### src/rtl/stepper_pkg.sv
// Shared register map, CTRL bit positions and channel state encoding for
// the APB stepper array.
package stepper_pkg;

  localparam int unsigned MAX_CH = 8;

  // Per-channel register offsets within a 0x10 channel window
  localparam logic [3:0] OFF_STEPS  = 4'h0;
  localparam logic [3:0] OFF_PERIOD = 4'h4;
  localparam logic [3:0] OFF_CTRL   = 4'h8;
  localparam logic [3:0] OFF_STATUS = 4'hC;

  // Global registers
  localparam logic [7:0] ADDR_GO       = 8'h80;
  localparam logic [7:0] ADDR_IRQ_STAT = 8'h84;
  localparam logic [7:0] ADDR_IRQ_EN   = 8'h88;

  // CTRL write bits
  localparam int unsigned CTRL_DIR   = 0;
  localparam int unsigned CTRL_START = 1;
  localparam int unsigned CTRL_ABORT = 2;

  typedef enum logic [1:0] {
    ST_IDLE,
    ST_SETUP,
    ST_HIGH,
    ST_LOW
  } ch_state_e;

endpackage

### src/rtl/stepper_channel.sv
// One step/direction channel: IDLE -> SETUP -> (HIGH -> LOW)*N -> IDLE.
// done is a single-cycle combinational pulse on the cycle the move ends
// (or on a zero-length start).
module stepper_channel
  import stepper_pkg::*;
#(
  parameter int unsigned CNT_W     = 16,
  parameter int unsigned DIV_W     = 20,
  parameter int unsigned PULSE_CYC = 50
) (
  input  logic             clk,
  input  logic             rst_n,
  input  logic             start,
  input  logic             abort,
  input  logic             dir_in,
  input  logic [CNT_W-1:0] steps_in,
  input  logic [DIV_W-1:0] period_in,
  output logic             step,
  output logic             dir,
  output logic             busy,
  output logic [CNT_W-1:0] remaining,
  output logic             done
);

  localparam logic [31:0] HIGH_LAST = 32'(PULSE_CYC - 1);
  localparam logic [31:0] MIN_PER   = 32'(PULSE_CYC + 1);

  ch_state_e        state_q, state_d;
  logic [31:0]      tmr_q, tmr_d;
  logic [31:0]      low_len_q, low_len_d;
  logic [CNT_W-1:0] rem_q, rem_d;
  logic             step_q, step_d;
  logic             dir_q, dir_d;
  logic [31:0]      eff_per;

  assign eff_per   = (32'(period_in) < MIN_PER) ? MIN_PER : 32'(period_in);
  assign step      = step_q;
  assign dir       = dir_q;
  assign busy      = (state_q != ST_IDLE);
  assign remaining = rem_q;

  // Timer counts down the cycles left in HIGH/LOW; LOW reload is latched at start.
  always_comb begin
    state_d   = state_q;
    tmr_d     = tmr_q;
    low_len_d = low_len_q;
    rem_d     = rem_q;
    step_d    = step_q;
    dir_d     = dir_q;
    done      = 1'b0;
    if (abort) begin
      state_d = ST_IDLE;
      step_d  = 1'b0;
      rem_d   = '0;
    end else begin
      case (state_q)
        ST_IDLE: begin
          if (start) begin
            if (steps_in == '0) begin
              done = 1'b1;
            end else begin
              state_d   = ST_SETUP;
              rem_d     = steps_in;
              dir_d     = dir_in;
              low_len_d = eff_per - 32'(PULSE_CYC) - 32'd1;
            end
          end
        end
        ST_SETUP: begin
          state_d = ST_HIGH;
          step_d  = 1'b1;
          tmr_d   = HIGH_LAST;
        end
        ST_HIGH: begin
          if (tmr_q == '0) begin
            state_d = ST_LOW;
            step_d  = 1'b0;
            tmr_d   = low_len_q;
          end else begin
            tmr_d = tmr_q - 32'd1;
          end
        end
        ST_LOW: begin
          if (tmr_q == '0) begin
            rem_d = rem_q - CNT_W'(1);
            if (rem_q == CNT_W'(1)) begin
              state_d = ST_IDLE;
              done    = 1'b1;
            end else begin
              state_d = ST_HIGH;
              step_d  = 1'b1;
              tmr_d   = HIGH_LAST;
            end
          end else begin
            tmr_d = tmr_q - 32'd1;
          end
        end
        default: state_d = ST_IDLE;
      endcase
    end
  end

  // Channel state and registered outputs
  always_ff @(posedge clk or negedge rst_n) begin
    if (!rst_n) begin
      state_q   <= ST_IDLE;
      tmr_q     <= '0;
      low_len_q <= '0;
      rem_q     <= '0;
      step_q    <= 1'b0;
      dir_q     <= 1'b0;
    end else begin
      state_q   <= state_d;
      tmr_q     <= tmr_d;
      low_len_q <= low_len_d;
      rem_q     <= rem_d;
      step_q    <= step_d;
      dir_q     <= dir_d;
    end
  end

endmodule

### src/rtl/apb_stepper_array.sv
// APB3 slave driving NUM_CH stepper channels with a shared GO register.
// Optional done interrupt: define STEPPER_IRQ_EN.
module apb_stepper_array
  import stepper_pkg::*;
#(
  parameter int unsigned NUM_CH    = 2,
  parameter int unsigned CNT_W     = 16,
  parameter int unsigned DIV_W     = 20,
  parameter int unsigned PULSE_CYC = 50
) (
  input  logic              PCLK,
  input  logic              PRESERN,
  input  logic              PSEL,
  input  logic              PENABLE,
  input  logic              PWRITE,
  input  logic [31:0]       PADDR,
  input  logic [31:0]       PWDATA,
  output logic [31:0]       PRDATA,
  output logic              PREADY,
  output logic              PSLVERR,
  output logic [NUM_CH-1:0] step,
  output logic [NUM_CH-1:0] dir
`ifdef STEPPER_IRQ_EN
  ,
  output logic              irq
`endif
);

  logic [CNT_W-1:0]  steps_q  [NUM_CH];
  logic [CNT_W-1:0]  steps_d  [NUM_CH];
  logic [DIV_W-1:0]  period_q [NUM_CH];
  logic [DIV_W-1:0]  period_d [NUM_CH];
  logic [NUM_CH-1:0] ctrl_dir_q, ctrl_dir_d;
  logic [CNT_W-1:0]  rem [NUM_CH];
  logic [NUM_CH-1:0] busy, done, start, abort;
  logic [NUM_CH-1:0] sel_steps, sel_period, sel_ctrl;
  logic              sel_go;
  logic              acc_err, wr;
  logic [31:0]       rd_data;
  logic [7:0]        addr;
  logic [2:0]        ch_idx;
  logic [3:0]        off;
  logic              ch_ok;
`ifdef STEPPER_IRQ_EN
  logic              sel_stat, sel_en;
  logic [NUM_CH-1:0] irq_stat_q, irq_stat_d, irq_en_q, irq_en_d;
  logic              irq_q, irq_d;
`endif
  logic              unused_bits;

  assign addr        = PADDR[7:0];
  assign ch_idx      = addr[6:4];
  assign off         = {addr[3:2], 2'b00};
  assign ch_ok       = ({29'd0, ch_idx} < 32'(NUM_CH));
  assign wr          = PSEL & PENABLE & PWRITE & ~acc_err;
  assign PRDATA      = PSEL ? rd_data : '0;
  assign PSLVERR     = PSEL & PENABLE & acc_err;
  assign PREADY      = 1'b1;
  assign unused_bits = ^{PADDR[31:8], PADDR[1:0], PWDATA, done};

  // Address decode, error detection and read mux
  always_comb begin
    acc_err    = 1'b0;
    rd_data    = '0;
    sel_steps  = '0;
    sel_period = '0;
    sel_ctrl   = '0;
    sel_go     = 1'b0;
`ifdef STEPPER_IRQ_EN
    sel_stat   = 1'b0;
    sel_en     = 1'b0;
`endif
    if (!addr[7]) begin
      if (!ch_ok || (off == OFF_STATUS && PWRITE)) begin
        acc_err = 1'b1;
      end else begin
        for (int unsigned c = 0; c < NUM_CH; c++) begin
          if (ch_idx == 3'(c)) begin
            case (off)
              OFF_STEPS: begin
                sel_steps[c]       = 1'b1;
                rd_data[CNT_W-1:0] = steps_q[c];
              end
              OFF_PERIOD: begin
                sel_period[c]      = 1'b1;
                rd_data[DIV_W-1:0] = period_q[c];
              end
              OFF_CTRL: begin
                sel_ctrl[c]       = 1'b1;
                rd_data[CTRL_DIR] = ctrl_dir_q[c];
              end
              default: begin
                rd_data[0]         = busy[c];
                rd_data[16+:CNT_W] = rem[c];
              end
            endcase
          end
        end
      end
    end else begin
      case (addr)
        ADDR_GO: sel_go = 1'b1;
`ifdef STEPPER_IRQ_EN
        ADDR_IRQ_STAT: begin
          sel_stat            = 1'b1;
          rd_data[NUM_CH-1:0] = irq_stat_q;
        end
        ADDR_IRQ_EN: begin
          sel_en              = 1'b1;
          rd_data[NUM_CH-1:0] = irq_en_q;
        end
`endif
        default: acc_err = 1'b1;
      endcase
    end
  end

  // Register file writes and per-channel start/abort strobes.
  // The channel latches the CTRL.dir being written, so start+dir in one write uses the new dir.
  always_comb begin
    steps_d    = steps_q;
    period_d   = period_q;
    ctrl_dir_d = ctrl_dir_q;
    start      = '0;
    abort      = '0;
    for (int unsigned c = 0; c < NUM_CH; c++) begin
      if (wr && sel_steps[c])  steps_d[c]  = PWDATA[CNT_W-1:0];
      if (wr && sel_period[c]) period_d[c] = PWDATA[DIV_W-1:0];
      if (wr && sel_ctrl[c]) begin
        ctrl_dir_d[c] = PWDATA[CTRL_DIR];
        start[c]      = PWDATA[CTRL_START];
        abort[c]      = PWDATA[CTRL_ABORT];
      end
      if (wr && sel_go && PWDATA[c]) start[c] = 1'b1;
    end
  end

  // Register file state
  always_ff @(posedge PCLK or negedge PRESERN) begin
    if (!PRESERN) begin
      steps_q    <= '{default: '0};
      period_q   <= '{default: '0};
      ctrl_dir_q <= '0;
    end else begin
      steps_q    <= steps_d;
      period_q   <= period_d;
      ctrl_dir_q <= ctrl_dir_d;
    end
  end

`ifdef STEPPER_IRQ_EN
  // A new done takes priority over a same-cycle W1C clear
  always_comb begin
    irq_stat_d = (irq_stat_q & ~((wr && sel_stat) ? PWDATA[NUM_CH-1:0] : '0)) | done;
    irq_en_d   = (wr && sel_en) ? PWDATA[NUM_CH-1:0] : irq_en_q;
    irq_d      = |(irq_stat_q & irq_en_q);
  end

  // Interrupt state
  always_ff @(posedge PCLK or negedge PRESERN) begin
    if (!PRESERN) begin
      irq_stat_q <= '0;
      irq_en_q   <= '0;
      irq_q      <= 1'b0;
    end else begin
      irq_stat_q <= irq_stat_d;
      irq_en_q   <= irq_en_d;
      irq_q      <= irq_d;
    end
  end

  assign irq = irq_q;
`endif

  for (genvar c = 0; c < NUM_CH; c++) begin : g_ch
    stepper_channel #(
      .CNT_W    (CNT_W),
      .DIV_W    (DIV_W),
      .PULSE_CYC(PULSE_CYC)
    ) u_ch (
      .clk      (PCLK),
      .rst_n    (PRESERN),
      .start    (start[c]),
      .abort    (abort[c]),
      .dir_in   (ctrl_dir_d[c]),
      .steps_in (steps_q[c]),
      .period_in(period_q[c]),
      .step     (step[c]),
      .dir      (dir[c]),
      .busy     (busy[c]),
      .remaining(rem[c]),
      .done     (done[c])
    );
  end

endmodule
### config.mk
export PLATFORM = sky130hd
export DESIGN_NAME = apb_stepper_array
export DESIGN_NICKNAME = d
export VERILOG_FILES = /design/src/rtl/stepper_pkg.sv /design/src/rtl/stepper_channel.sv /design/src/rtl/apb_stepper_array.sv
export SDC_FILE = /design/constraint.sdc
export NUM_CORES = 1
export LEC_CHECK = 0
export CAP_MARGIN = 20
export CORE_ASPECT_RATIO = 0.6
export CORE_UTILIZATION = 54
export DETAILED_ROUTE_END_ITERATION = 16
export PLACE_DENSITY = 0.83
export SYNTH_ARGS = -nofsm -noshare
export SYNTH_HDL_FRONTEND = slang
export SYNTH_SLANG_ARGS = --single-unit
export TNS_END_PERCENT = 5
### constraint.sdc
create_clock -name PCLK -period 3.3 [get_ports PCLK]
set_input_delay 0.495 -clock PCLK [delete_from_list [all_inputs] [get_ports PCLK]]
set_output_delay 0.495 -clock PCLK [all_outputs]
set_load 0.1 [all_outputs]
# Yosys cells after proc, flatten, opt, wreduce, memory -nomap -nowiden
# Index checks and enable logic that the tools add are counted.
# word_totals
ff_bits,242
latchBits,0
mem_bits_rw,0
mem_bits_ro,0
in_bits,69
wordCells,187
memories,0
# classes
addsub,8
mul,0
div,0
n_lt_le_gt_ge,3
n_eq_ne,25
shift,0
mux,85
bitwise,9
reduce_logical,40
# ops
op,count
32-bit two-way mux,11
32-bit case mux with 3 select lines,2
16-bit two-way mux,8
"32-bit by 1-bit subtractor with 32-bit output, second input constant",4
32-bit zero test,2
16-bit case mux with 2 select lines,2
"32-bit by 6-bit subtractor with 32-bit output, second input constant",2
15-bit case mux with 2 select lines,2
"20-bit by 6-bit < comparator with 1-bit output, second input constant",2
20-bit two-way mux,2
2-bit two-way mux,18
"16-bit by 1-bit equality test with 1-bit output, second input constant",2
16-bit zero test,2
4-bit AND reduction,8
"16-bit by 1-bit subtractor with 16-bit output, second input constant",2
1-bit two-way mux,30
12-bit two-way mux,2
"3-bit by 1-bit inequality test with 1-bit output, second input constant",6
2-bit case mux with 4 select lines,2
4-bit case mux with 2 select lines,2
"2-bit equality test, second input constant",6
"3-bit by 2-bit inequality test with 1-bit output, second input constant",4
1-bit case mux with 3 select lines,4
3-bit nonzero test,4
18 further kinds,41

# Logic depth before layout (Yosys ltp)
# logic_depth
ltp_word,13
depth_mapped,11

# By module
# From an unflattened synthesis, not the netlist that was laid out.
# unflattened
hier_cells,1711
area_unflattened_um2,14777.9
# modules_own_cells
module,n_inst,cells_each,area_per_inst_um2,seq_area_each_um2
stepper_channel at g_ch[1].u_ch,1,693,5451.5,1851.8
stepper_channel at g_ch[0].u_ch,1,705,5412.7,1851.8
apb_stepper_array,1,313,3913.8,1851.8

# Worst setup path after synthesis
# Ideal clock, no wire load.
# synth_path
path_type,in2out
startpoint,input PADDR[4]
endpoint,output PRDATA[11]
arrival_ns,5.099
required_time_ns,2.805
path_slack_ns,-2.294
stages,8
n_path_buf,4
cell_sequence,clkbuf_1 clkbuf_1 nand2_1 nor2_1 clkbuf_1 buf_1 a211oi_1 nor4_1
# synth_between
elab_chain_len,7
word_cells_on_any_way,11
# synth_rtl
element,line_no,text
from (decl),apb_stepper_array.sv:16,"input logic [31:0] PADDR,"
3-bit zero test,apb_stepper_array.sv:78,if (ch_idx == 3'(c)) begin
32-bit two-way mux,apb_stepper_array.sv:78,
15-bit case mux with 2 select lines,apb_stepper_array.sv:79,case (off)
32-bit two-way mux,apb_stepper_array.sv:78,
32-bit two-way mux (*),apb_stepper_array.sv:74,if (!ch_ok || (off == OFF_STATUS && PWRITE)) begin
32-bit two-way mux (*),apb_stepper_array.sv:73,if (!addr[7]) begin
32-bit two-way mux (*),apb_stepper_array.sv:56,assign PRDATA = PSEL ? rd_data : '0;
to (decl),apb_stepper_array.sv:18,"output logic [31:0] PRDATA,"
# Every way passes the cells marked *; elsewhere a longest branch is shown, timed or not.

# Final worst setup path
# layout_path
startpoint,input PADDR[6]
endpoint,output PRDATA[6]
# The elaborated chain is that of the path after synthesis.

==> metrics.md <==
| Metric | Value |
|---|---|
| RSZ-0062 raised after global routing | yes |
| Num CTS Buffers | 24 |
| Clock transition at path regs | ~0.06 ns |
| Worst hold path depth | 2 |
| Row count | 45 |
| Net Sw Frac | 39.45% |
| Gate power share | 39.9% |
| Worst-case clock skew | 0.02215 ns |
| Endpoints failing setup | 2 |
| Fmax | 0.2946 GHz |
| Commonest non-fill, non-tap cell in the layout | dfrtp_1 |
| Grt ovf | 0 |
| Seq pwr share | approximately 30% |
| Seq/Total Area, Yosys | a little over two fifths |
| Number of enable flip-flop cells after synthesis | 0 |
| Critical Path Most Common Cell | buf_12 |
| Synth Flop Type | dfrtp_1 |
| CP Data Arrival Time | between 2 and 3 ns |
| Avg WL per Cell | 23.42 um |
| Share of layout cells above drive strength 1 | 19.78% |
| Vias in the first global route | ~13000 |
| Placed Area | between 15000 and 20000 um^2 |
| RePlAce Congestion | 0.9691 |
| Actual slew at the worst max-slew pin | 1.011 ns |
| Required time worst endpoint | 2.80 ns |
| GRT Util Overall | 35.97% |
| Clock sink count | 242 |
| Setup TNS | -0.1153 ns |
| CP Capture Type | output pin |
| Final net count | 1756 |
| CP Cell Sequence | clkdlybuf4s50_1 -> nor2_1 -> nand2_1 -> nor2_2 -> buf_12 -> nor2b_1 -> a211oi_1 -> nor4_4 -> buf_12 |
| Port Buf Inserts | 69 |
| Die height | 127.2 um |
| Final period util | 102.9% |
| Die area | 26780 um^2 |
| FF+latch count, synth | 242 |
| Power Total | about 11 mW |
| Clock share of power | 29.6% |
| Area added between synthesis and finish | 23.76% |
| Cell Int Power | 6.932 mW |
| Synth warn | 0 |
| Hpwl dp | 33560 um |
| Failing checks | setup timing |
| Setup CP Type | in2out |
| TritonCTS clock tree | yes |
| Maximum clock insertion buffer count | 3 |
| Min-delay worst type | reg2reg |
| Avg Cell Area, Syn | 8.981 um^2 |
| Reg2Reg Depth | 6 |
| Vias per Instance | 6.804 |
| Post-route cell area | 17450 um^2 |
| Crit path launch type | input port |
| DRC viols | 0 |
| Final WL | 47840 um |
| Initial antenna violation count | 1 |
| Core Area | 25450 um^2 |
| Fin. Hold Viols | 0 |
| Max VDD drop | 0.0004009 V |
| Chip width | ~210 um |
| Drt pass-1 iters | 7 |
| I/O pins | 107 |
| Final worst slack | -0.09413 ns |
| Worst-skew pair later-pin latency | 0.56 ns |
| Most frequent cells in the layout | dfrtp_1 (242), nand2_1 (150), o21ai_0 (134) |
| CP max stage delay | 0.56 ns |
| Post-Layout Cell Count | 2043 |
| Largest net degree at the start of global routing | 87 |
| Htree depth | 1 |
| Initial core utilization | 55.40% |
| Crit-path max FO | 45 |
| Clock root buffer | clkbuf_16 |
| Max-slew violations | 0 |
| Synth Instances | around 1600 |
| Power per standard cell area | ~660 nW/um^2 |
| Fin crit period | 3.394 ns |
| Post-synth ARST share | 100.0% |
| Max-slew headroom | roughly a third |
| First-pass GRT wire length | 75260 um |
| Final ANT Viol Nets | 0 |
| Net Sw Power | 4.516 mW |
| Synth unique cells | 75 |
| Lkg Pwr | 7.722 nW |
| DR vias | 13900 |
| Syn nets | 1655 |
| Highest-delay cell along the critical path | a211oi_1 |
| Cell area after synthesis | roughly 14000 um^2 |
| Max Cap Violations | 0 |
| Status | finished with violations |
| Placed insts | ~2000 |
| FILL cells | about 1800 |
| Starting DRT DRC Count | between 2000 and 2500 |
-- registers in the layout, summed over array words and instances (netlist names) --
name,count
g_ch.u_ch.remaining,32
g_ch.u_ch.step,2
g_ch.u_ch.dir,2
g_ch.u_ch.tmr_q,64
period_q,40
g_ch.u_ch.state_q,4
steps_q,32
g_ch.u_ch.low_len_q,64
ctrl_dir_q,2
-- worst paths after layout --
kind | from | endpoint | slack (ns)
worst max-delay path | PADDR[6] | PRDATA[6] | -0.09
worst min-delay path | g_ch[0].u_ch.low_len_q[24] | g_ch[0].u_ch.low_len_q[24] | 0.47
worst max register to register | g_ch[0].u_ch.tmr_q[10] | g_ch[0].u_ch.remaining[3] | 0.07
max in group asynchronous | PRESERN | g_ch[0].u_ch.tmr_q[26] | 1.92
min in group asynchronous | PRESERN | g_ch[0].u_ch.tmr_q[12] | 0.51
worst min register to register | g_ch[0].u_ch.low_len_q[24] | g_ch[0].u_ch.low_len_q[24] | 0.47
-- cells in the mapped netlist (6+ instances only) --
master	count	area, um^2
a211o_1	6	52.55
o31ai_1	6	45.04
or2_2	8	50.05
mux2_2	78	878.3
dfrtp_1	242	6056
buf_1	8	30.03
nand4_1	10	62.56
nand2_1	150	563.0
o22ai_1	11	68.82
a211oi_1	42	315.3
nor4b_1	11	96.34
o21a_1	7	52.55
and4_1	6	52.55
nor3b_1	7	52.55
ha_1	16	200.2
inv_1	36	135.1
and3_1	18	112.6
o2bb2ai_1	7	61.31
nand2b_1	26	162.7
nand3_1	36	180.2
xnor2_1	16	140.1
nor4_1	55	344.1
clkbuf_1	88	330.3
and2_1	18	112.6
o21ai_0	134	670.6
or3_1	17	106.4
o211ai_1	7	52.55
a32oi_1	20	175.2
nor3_1	55	275.3
a21oi_1	97	485.5
xor2_1	21	183.9
a22oi_1	20	150.1
mux2i_1	27	270.3
nor2b_1	26	162.7
nor2_1	128	480.5
or4_1	9	67.56
a31oi_1	19	118.9
o22a_1	6	52.55
-- power by group through the flow --
stage / Clock, mW / Sequential [mW] / Combinational, mW
after global routing: 3.51 / 3.53 / 4.89
after detailed placement: 0 / 3.53 / 4.27
final: 3.38 / 3.50 / 4.57
after floorplan: 0 / 3.41 / 2.89
after global placement: 0 / 3.52 / 4.12
after CTS: 3.38 / 3.48 / 4.35
-- worst max-delay path, delay by kind of cell --
family / cells / cell delay (ns)
buffers and inverters: 3 / 0.96
and+or+nand+nor: 5 / 0.87
AOI/OAI and AO/OA: 1 / 0.56
-- timing repair --
item / CTS / global route
resized for setup: 1 / 16
setup endpoints to repair: 1 / 32
pin swaps: 0 / 1
hold endpoints to repair: 81 / 0
gates cloned: 0 / 0
buffers inserted: 0 / 0
hold buffers: 1 / 0
-- per-stage QoR --
| stage | hold WS (ns) | worst slack, ns | util (%) |
|---|---|---|---|
| after detailed placement | 0.4608 | 0.03812 | 64.31 |
| after floorplan | 0.1994 | -0.5722 | - |
| after CTS | 0.4754 | 0.008068 | 68.21 |
| final | 0.4744 | -0.09413 | 68.56 |
| after global routing | 0.4993 | -0.01616 | 68.54 |
| after global placement | 0.4541 | 0.1043 | 64.31 |
-- cells by family (layout without fill, tap and decap cells) --
logic type | Yosys count | after routing | synth area share, %
AND/OR/NAND/NOR | 595 | 595 | 21.51
AO/OA/AOI/OAI | 428 | 428 | 19.29
flip-flops | 242 | 242 | 42.95
buffers and inverters | 145 | 264 | 4.197
multiplexers | 106 | 106 | 8.306
XOR/XNOR | 37 | 37 | 2.298
adder cells (fa/ha/maj) | 16 | 16 | 1.420
other | 1 | 3 | 0.02660
-- layout make-up --
type                       count  area (um^2)  area share, %
timing repair buffer         184         2004          11.49
clock buffer                  32        690.7          3.958
sequential                   242         6056          34.71
clock inverter                12        287.8          1.649
antenna                        2        5.005        0.02868
tap                          352        440.4          2.524
inverter                      36        135.1         0.7744
multi-input combinational   1183         7830          44.87
-- metal layers --
| metal | global-route usage, % | vias to the layer above | share of wire, % |
|---|---|---|---|
| met1 | 52.60 | 6753 | 42 |
| met4 | 10.44 | 0 | 3.0 |
| li1 | - | 5985 | - |
| met5 | 0 | - | 0 |
| met2 | 49.89 | 1015 | 41 |
| met3 | 12.68 | 147 | 15 |
(Power assumes the default switching activity.)
